==> src/rtl/score_display_scan_ctrl_if.sv <==
// Score/display bundle between the game-logic score registers and the
// 7-segment scan controller; master drives scores, slave drives the pins.
interface score_display_scan_ctrl_if;
   logic       en;
   logic [3:0] p1_score;
   logic [3:0] p2_score;
   logic [1:0] winner;
   logic [6:0] seg;
   logic [3:0] an;
   logic [1:0] sel;

   modport master (
      output en, p1_score, p2_score, winner,
      input  seg, an, sel
   );

   modport slave (
      input  en, p1_score, p2_score, winner,
      output seg, an, sel
   );
endinterface

==> src/rtl/score_display_scan_ctrl.sv <==
// 4-digit 7-segment scan controller for the Pong score: P1 on digit 0, P2 on
// digit 3, dashes between, with change-blink and winner-blink on player digits.
module score_display_scan_ctrl #(
   parameter int REFRESH_DIV  = 100000,
   parameter int GUARD        = 2,
   parameter int BLINK_FRAMES = 32,
   parameter int BLINK_BIT    = 3
) (
   input  logic                      clk,
   input  logic                      reset,
   score_display_scan_ctrl_if.slave  bus
);

   localparam int TW = (REFRESH_DIV > 1) ? $clog2(REFRESH_DIV) : 1;
   localparam int FW = BLINK_BIT + 1;
   localparam int BW = $clog2(BLINK_FRAMES + 1);

   localparam logic [6:0] SEG_DASH = 7'b1111110;

   typedef enum logic [1:0] {
      SLOT_P1      = 2'd0,
      SLOT_DASH_LO = 2'd1,
      SLOT_DASH_HI = 2'd2,
      SLOT_P2      = 2'd3
   } slot_e;

   logic [TW-1:0] r_tick;
   slot_e         r_slot;
   logic [FW-1:0] r_frm;
   logic [BW-1:0] r_blink1;
   logic [BW-1:0] r_blink2;
   logic [3:0]    r_prev1;
   logic [3:0]    r_prev2;
   logic [6:0]    r_seg;
   logic [3:0]    r_an;

   logic          w_tc;
   logic          w_frame_end;
   logic          w_chg1;
   logic          w_chg2;
   logic          w_blank1;
   logic          w_blank2;
   logic [6:0]    w_seg_nxt;
   logic [3:0]    w_an_nxt;

   function automatic logic [6:0] f_decode(input logic [3:0] v);
      case (v)
         4'd0:    f_decode = 7'b0000001;
         4'd1:    f_decode = 7'b1001111;
         4'd2:    f_decode = 7'b0010010;
         4'd3:    f_decode = 7'b0000110;
         4'd4:    f_decode = 7'b1001100;
         4'd5:    f_decode = 7'b0100100;
         4'd6:    f_decode = 7'b0100000;
         4'd7:    f_decode = 7'b0001111;
         4'd8:    f_decode = 7'b0000000;
         4'd9:    f_decode = 7'b0000100;
         default: f_decode = SEG_DASH;
      endcase
   endfunction

   always_comb begin
      w_tc        = (r_tick == TW'(REFRESH_DIV - 1));
      w_frame_end = w_tc && (r_slot == SLOT_P2);
      w_chg1      = (bus.p1_score != r_prev1);
      w_chg2      = (bus.p2_score != r_prev2);
      w_blank1    = r_frm[BLINK_BIT] && ((r_blink1 != '0) || (bus.winner == 2'd1));
      w_blank2    = r_frm[BLINK_BIT] && ((r_blink2 != '0) || (bus.winner == 2'd2));
      w_seg_nxt   = '1;
      w_an_nxt    = '1;
      if (bus.en) begin
         case (r_slot)
            SLOT_P1: w_seg_nxt = w_blank1 ? 7'h7F : f_decode(bus.p1_score);
            SLOT_P2: w_seg_nxt = w_blank2 ? 7'h7F : f_decode(bus.p2_score);
            default: w_seg_nxt = SEG_DASH;
         endcase
         // Anodes stay dark for the first GUARD clocks of each slot to hide ghosting.
         if (r_tick >= TW'(GUARD)) w_an_nxt = ~(4'b0001 << r_slot);
      end
   end

   always_ff @(posedge clk) begin
      if (reset) begin
         r_tick   <= '0;
         r_slot   <= SLOT_P1;
         r_frm    <= '0;
         r_blink1 <= '0;
         r_blink2 <= '0;
         r_prev1  <= bus.p1_score;
         r_prev2  <= bus.p2_score;
         r_seg    <= '1;
         r_an     <= '1;
      end else begin
         r_tick <= w_tc ? '0 : r_tick + 1'b1;
         if (w_tc) r_slot <= slot_e'(r_slot + 2'd1);
         if (w_frame_end) r_frm <= r_frm + 1'b1;
         // A score change overrides a coincident frame-end decrement with a full reload.
         if (w_chg1) begin
            r_blink1 <= BW'(BLINK_FRAMES);
            r_prev1  <= bus.p1_score;
         end else if (w_frame_end && (r_blink1 != '0)) begin
            r_blink1 <= r_blink1 - 1'b1;
         end
         if (w_chg2) begin
            r_blink2 <= BW'(BLINK_FRAMES);
            r_prev2  <= bus.p2_score;
         end else if (w_frame_end && (r_blink2 != '0)) begin
            r_blink2 <= r_blink2 - 1'b1;
         end
         r_seg <= w_seg_nxt;
         r_an  <= w_an_nxt;
      end
   end

   assign bus.seg = r_seg;
   assign bus.an  = r_an;
   assign bus.sel = r_slot;

endmodule

==> src/flat_wrapper.sv <==
// flat-port wrapper written by rule: the top's interface ports become plain ports
module score_display_scan_ctrl_flat 
#(
   parameter int REFRESH_DIV  = 100000,
   parameter int GUARD        = 2,
   parameter int BLINK_FRAMES = 32,
   parameter int BLINK_BIT    = 3
)
  (clk, reset, bus_en, bus_p1_score, bus_p2_score, bus_winner, bus_seg, bus_an, bus_sel);
  score_display_scan_ctrl_if bus_i ();
  input  logic clk;
  input  logic reset;
  input wire logic [$bits(bus_i.en)-1:0] bus_en;
  input wire logic [$bits(bus_i.p1_score)-1:0] bus_p1_score;
  input wire logic [$bits(bus_i.p2_score)-1:0] bus_p2_score;
  input wire logic [$bits(bus_i.winner)-1:0] bus_winner;
  output wire logic [$bits(bus_i.seg)-1:0] bus_seg;
  output wire logic [$bits(bus_i.an)-1:0] bus_an;
  output wire logic [$bits(bus_i.sel)-1:0] bus_sel;
  assign bus_i.en = bus_en;
  assign bus_i.p1_score = bus_p1_score;
  assign bus_i.p2_score = bus_p2_score;
  assign bus_i.winner = bus_winner;
  assign bus_seg = bus_i.seg;
  assign bus_an = bus_i.an;
  assign bus_sel = bus_i.sel;
  score_display_scan_ctrl #(.REFRESH_DIV(REFRESH_DIV), .GUARD(GUARD), .BLINK_FRAMES(BLINK_FRAMES), .BLINK_BIT(BLINK_BIT)) u_core (.clk(clk), .reset(reset), .bus(bus_i));
endmodule
==> config.mk <==
export PLATFORM = sky130hd
export DESIGN_NAME = score_display_scan_ctrl_flat
export DESIGN_NICKNAME = d
export VERILOG_FILES = /design/src/rtl/score_display_scan_ctrl_if.sv /design/src/rtl/score_display_scan_ctrl.sv /design/src/flat_wrapper.sv
export SDC_FILE = /design/constraint.sdc
export NUM_CORES = 1
export LEC_CHECK = 0
export BUFFER_PORTS_ARGS = -buffer_cell sky130_fd_sc_hd__buf_2
export CAP_MARGIN = 30
export CORE_ASPECT_RATIO = 0.5
export CORE_UTILIZATION = 30
export CTS_BUF_LIST = sky130_fd_sc_hd__clkbuf_4 sky130_fd_sc_hd__clkbuf_8
export DETAILED_ROUTE_END_ITERATION = 16
export PLACE_DENSITY = 0.45
export SLEW_MARGIN = 20
export SYNTH_ARGS = -nofsm -noshare
export SYNTH_HDL_FRONTEND = slang
export SYNTH_SLANG_ARGS = --single-unit
export TNS_END_PERCENT = 50
==> constraint.sdc <==
create_clock -name clk -period 2.2 [get_ports clk]
set_clock_uncertainty 0.15 [all_clocks]
set_input_delay 0.11 -clock clk [delete_from_list [all_inputs] [get_ports clk]]
set_output_delay 0.11 -clock clk [all_outputs]
set_load 0.05 [all_outputs]
==> impl_metrics.toml <==
[run_status]
status = "complete, no violations"

[power_and_ir_drop]
cellLeakagePower_nw = 1.27
pwr_density_cell_nw_per_um2 = 589
power.total_mw = 1.94
ir_drop_mv = 0.256

[clocking]
worstSkewPairLatency_ps = 310
clockBufferDepth = 2
cts.clk_slew.worst_paths_ps = 100
h-tree-depth = 2
cts_made_buffers = 5
root_buffer = "clkbuf_8"
cts_tree = "done"
cts_sinks = 54

[routing]
first_iter_violations = 102
firstDrtPassIters = 4
drc = 0
wl_per_cell_um = 12.4
wl_um = 5870
viasPerCell = 4.64
vias = 2192
ant_nets = 0

[floorplan]
initial_core_util = 0.314
die-area_sq_um = 9670
num_rows = 24
die_h_um = 70.0
core_sq_um = 8830
num_io_pins = 26
die_x_um = 138

[logic_synthesis]
yosys_warnings = 0
ys.flop_type = "dfxtp_1"
ys_ff_latch = 54
synth-edff-count = 8
avgSynthCellArea_sq_um = 8.93
async_reset_ff_frac = 0
syn-num-nets = 344
syn_area_sq_um = 2780
netlist_instances = 311
ys_seq_area_frac = 0.418
synth_cell_types = 40

[sta]
finalCritPeriodShare = 0.928
tightest_slew_ps = 525
rsz0062_at_grt = "no"
slew_headroom = 0.646
tns_ps = 0
slew_viol_final = 0
hold_viol_final = 0
period_needed_ps = 2040
setup_viol = 0
fmax_ghz = 0.490
setup_slack_ps = 159

[place]
portBuffers = 25
pre_cts_slack_ps = 103
routabilityCongestion = 0.816
place_hpwl_um = 4430
place_area_sq_um = 3080

[setup_path]
critPathKind = "register to register"
slowest_delay_ps = 570
cp-end-kind = "register"
crit_path_cell_trace = "or4_4, nor3_4, buf_4, and3_4, mux2i_1, nor2_1"
critPathTopFamily = "simple AND/OR/NAND/NOR gates"
required_ps = 2240
crit_arrival_ps = 2090
cp_num_buf_inv = 1
cpMaxStageDelayCell = "or4_4"
crit_fanout = 5
start_kind = "register"

[global_route]
grt_pass1_vias = 2162
grt_max_degree = 17
track_usage = 0.129
antenna_found_initial = 0
gr-total-overflow = 0
grt_pass1_wl_um = 10200

[hold_path]
hold_path.class = "input pin to register"

[layout]
layout_common_cells = "dfxtp_1 (46), nor2_1 (45), xor2_1 (26)"
final_area_sq_um = 3290
fin_util = 0.373
areaGrowthSynthToFinish_pct = 18.7
nets = 387
final_common_cell = "dfxtp_1"
diodes = 0
drive_gt1_frac = 0.146

[flow_run]
drv_cap = 0
-- synthesized netlist by cell type, types with 8 or more instances --
cell type | instances | area (sq um)
a21oi_1 | 11 | 55.1
xor2_1 | 26 | 228
nor2_1 | 45 | 169
inv_1 | 18 | 67.6
nand3_1 | 14 | 70.1
ha_1 | 20 | 250
nand2_1 | 17 | 63.8
o21ai_0 | 16 | 80.1
edfxtp_1 | 8 | 240
nand4_1 | 11 | 68.8
nand2b_1 | 10 | 62.6
xnor2_1 | 10 | 87.6
dfxtp_1 | 46 | 921
-- sequential cells by signal (all words and copies together), names as in the netlist --
signal           count
u_core.r_tick       17
u_core.bus.seg       7
u_core.r_blink1      6
u_core.r_blink2      6
u_core.bus.an        4
u_core.r_frm         4
u_core.r_prev1       4
u_core.r_prev2       4
u_core.bus.sel       2
-- worst register-to-register path: stages (launching register included) --
cell	delay, ps
dfxtp_1	370
or4_4	570
nor3_4	180
buf_4	160
and3_4	220
mux2i_1	240
nor2_1	50
-- area by class of cell --
cell class              count  area (sq um)
inverters                  18          67.6
flip-flops and latches     54          1160
clock inverters             1          30.0
repair buffers             46           315
multi-input cells         229          1490
clock buffers               7          83.8
well taps                 117           146
fillers                   922          5530
-- cells by family after synthesis --
kind of cell / after synthesis / share of synthesized area
simple gates: 128 / 0.233
flops: 54 / 0.418
compound gates: 43 / 0.0910
xor+xnor: 36 / 0.114
buf+inv: 28 / 0.0464
fa+ha+maj: 20 / 0.0901
mux: 2 / 0.00766
-- what timing repair did --
action                     in CTS  in global routing
setup buffers                   0                  2
setup endpoints to repair       0                  4
hold endpoints to repair       16                  0
hold buffers                    8                  0
resized for setup               0                  1
-- where the power goes --
group          switching (mW)  internal (mW)
Clock                   0.326          0.366
Sequential             0.0108           1.03
Combinational           0.131         0.0777
Total                   0.468           1.47
-- worst paths after layout --
path | start | end | slack, ps | cells past startpoint
min | bus_p1_score[2] | u_core.r_prev1[2]$_DFFE_PP_ | 10 | 1
max reg2reg | u_core.r_tick[11]$_SDFF_PP0_ | u_core.r_frm[1]$_SDFFE_PP0N_ | 160 | 6
min reg2reg | u_core.r_blink2[4]$_SDFFE_PP0P_ | u_core.r_blink2[4]$_SDFFE_PP0P_ | 360 | 2
max | u_core.r_tick[11]$_SDFF_PP0_ | u_core.r_frm[1]$_SDFFE_PP0N_ | 160 | 6
-- routing by layer --
metal,vias up,GRT usage,part of all wire
li1,1149,-,-
met1,1010,0.187,0.53
met2,27,0.192,0.43
met3,6,0.0322,0.031
met4,0,0.0317,0.0084
met5,-,0,0
-- through the flow --
| step | hold WS (ps) | cells |
|---|---|---|
| detailed placement | 239 | 454 |
| finish | 13.9 | 472 |
| global placement | 237 | 454 |
| CTS | 0.350 | 470 |
| global route | 1.62 | 472 |
| floorplan | 58.9 | 311 |
Power figures use the tool's default switching activity.
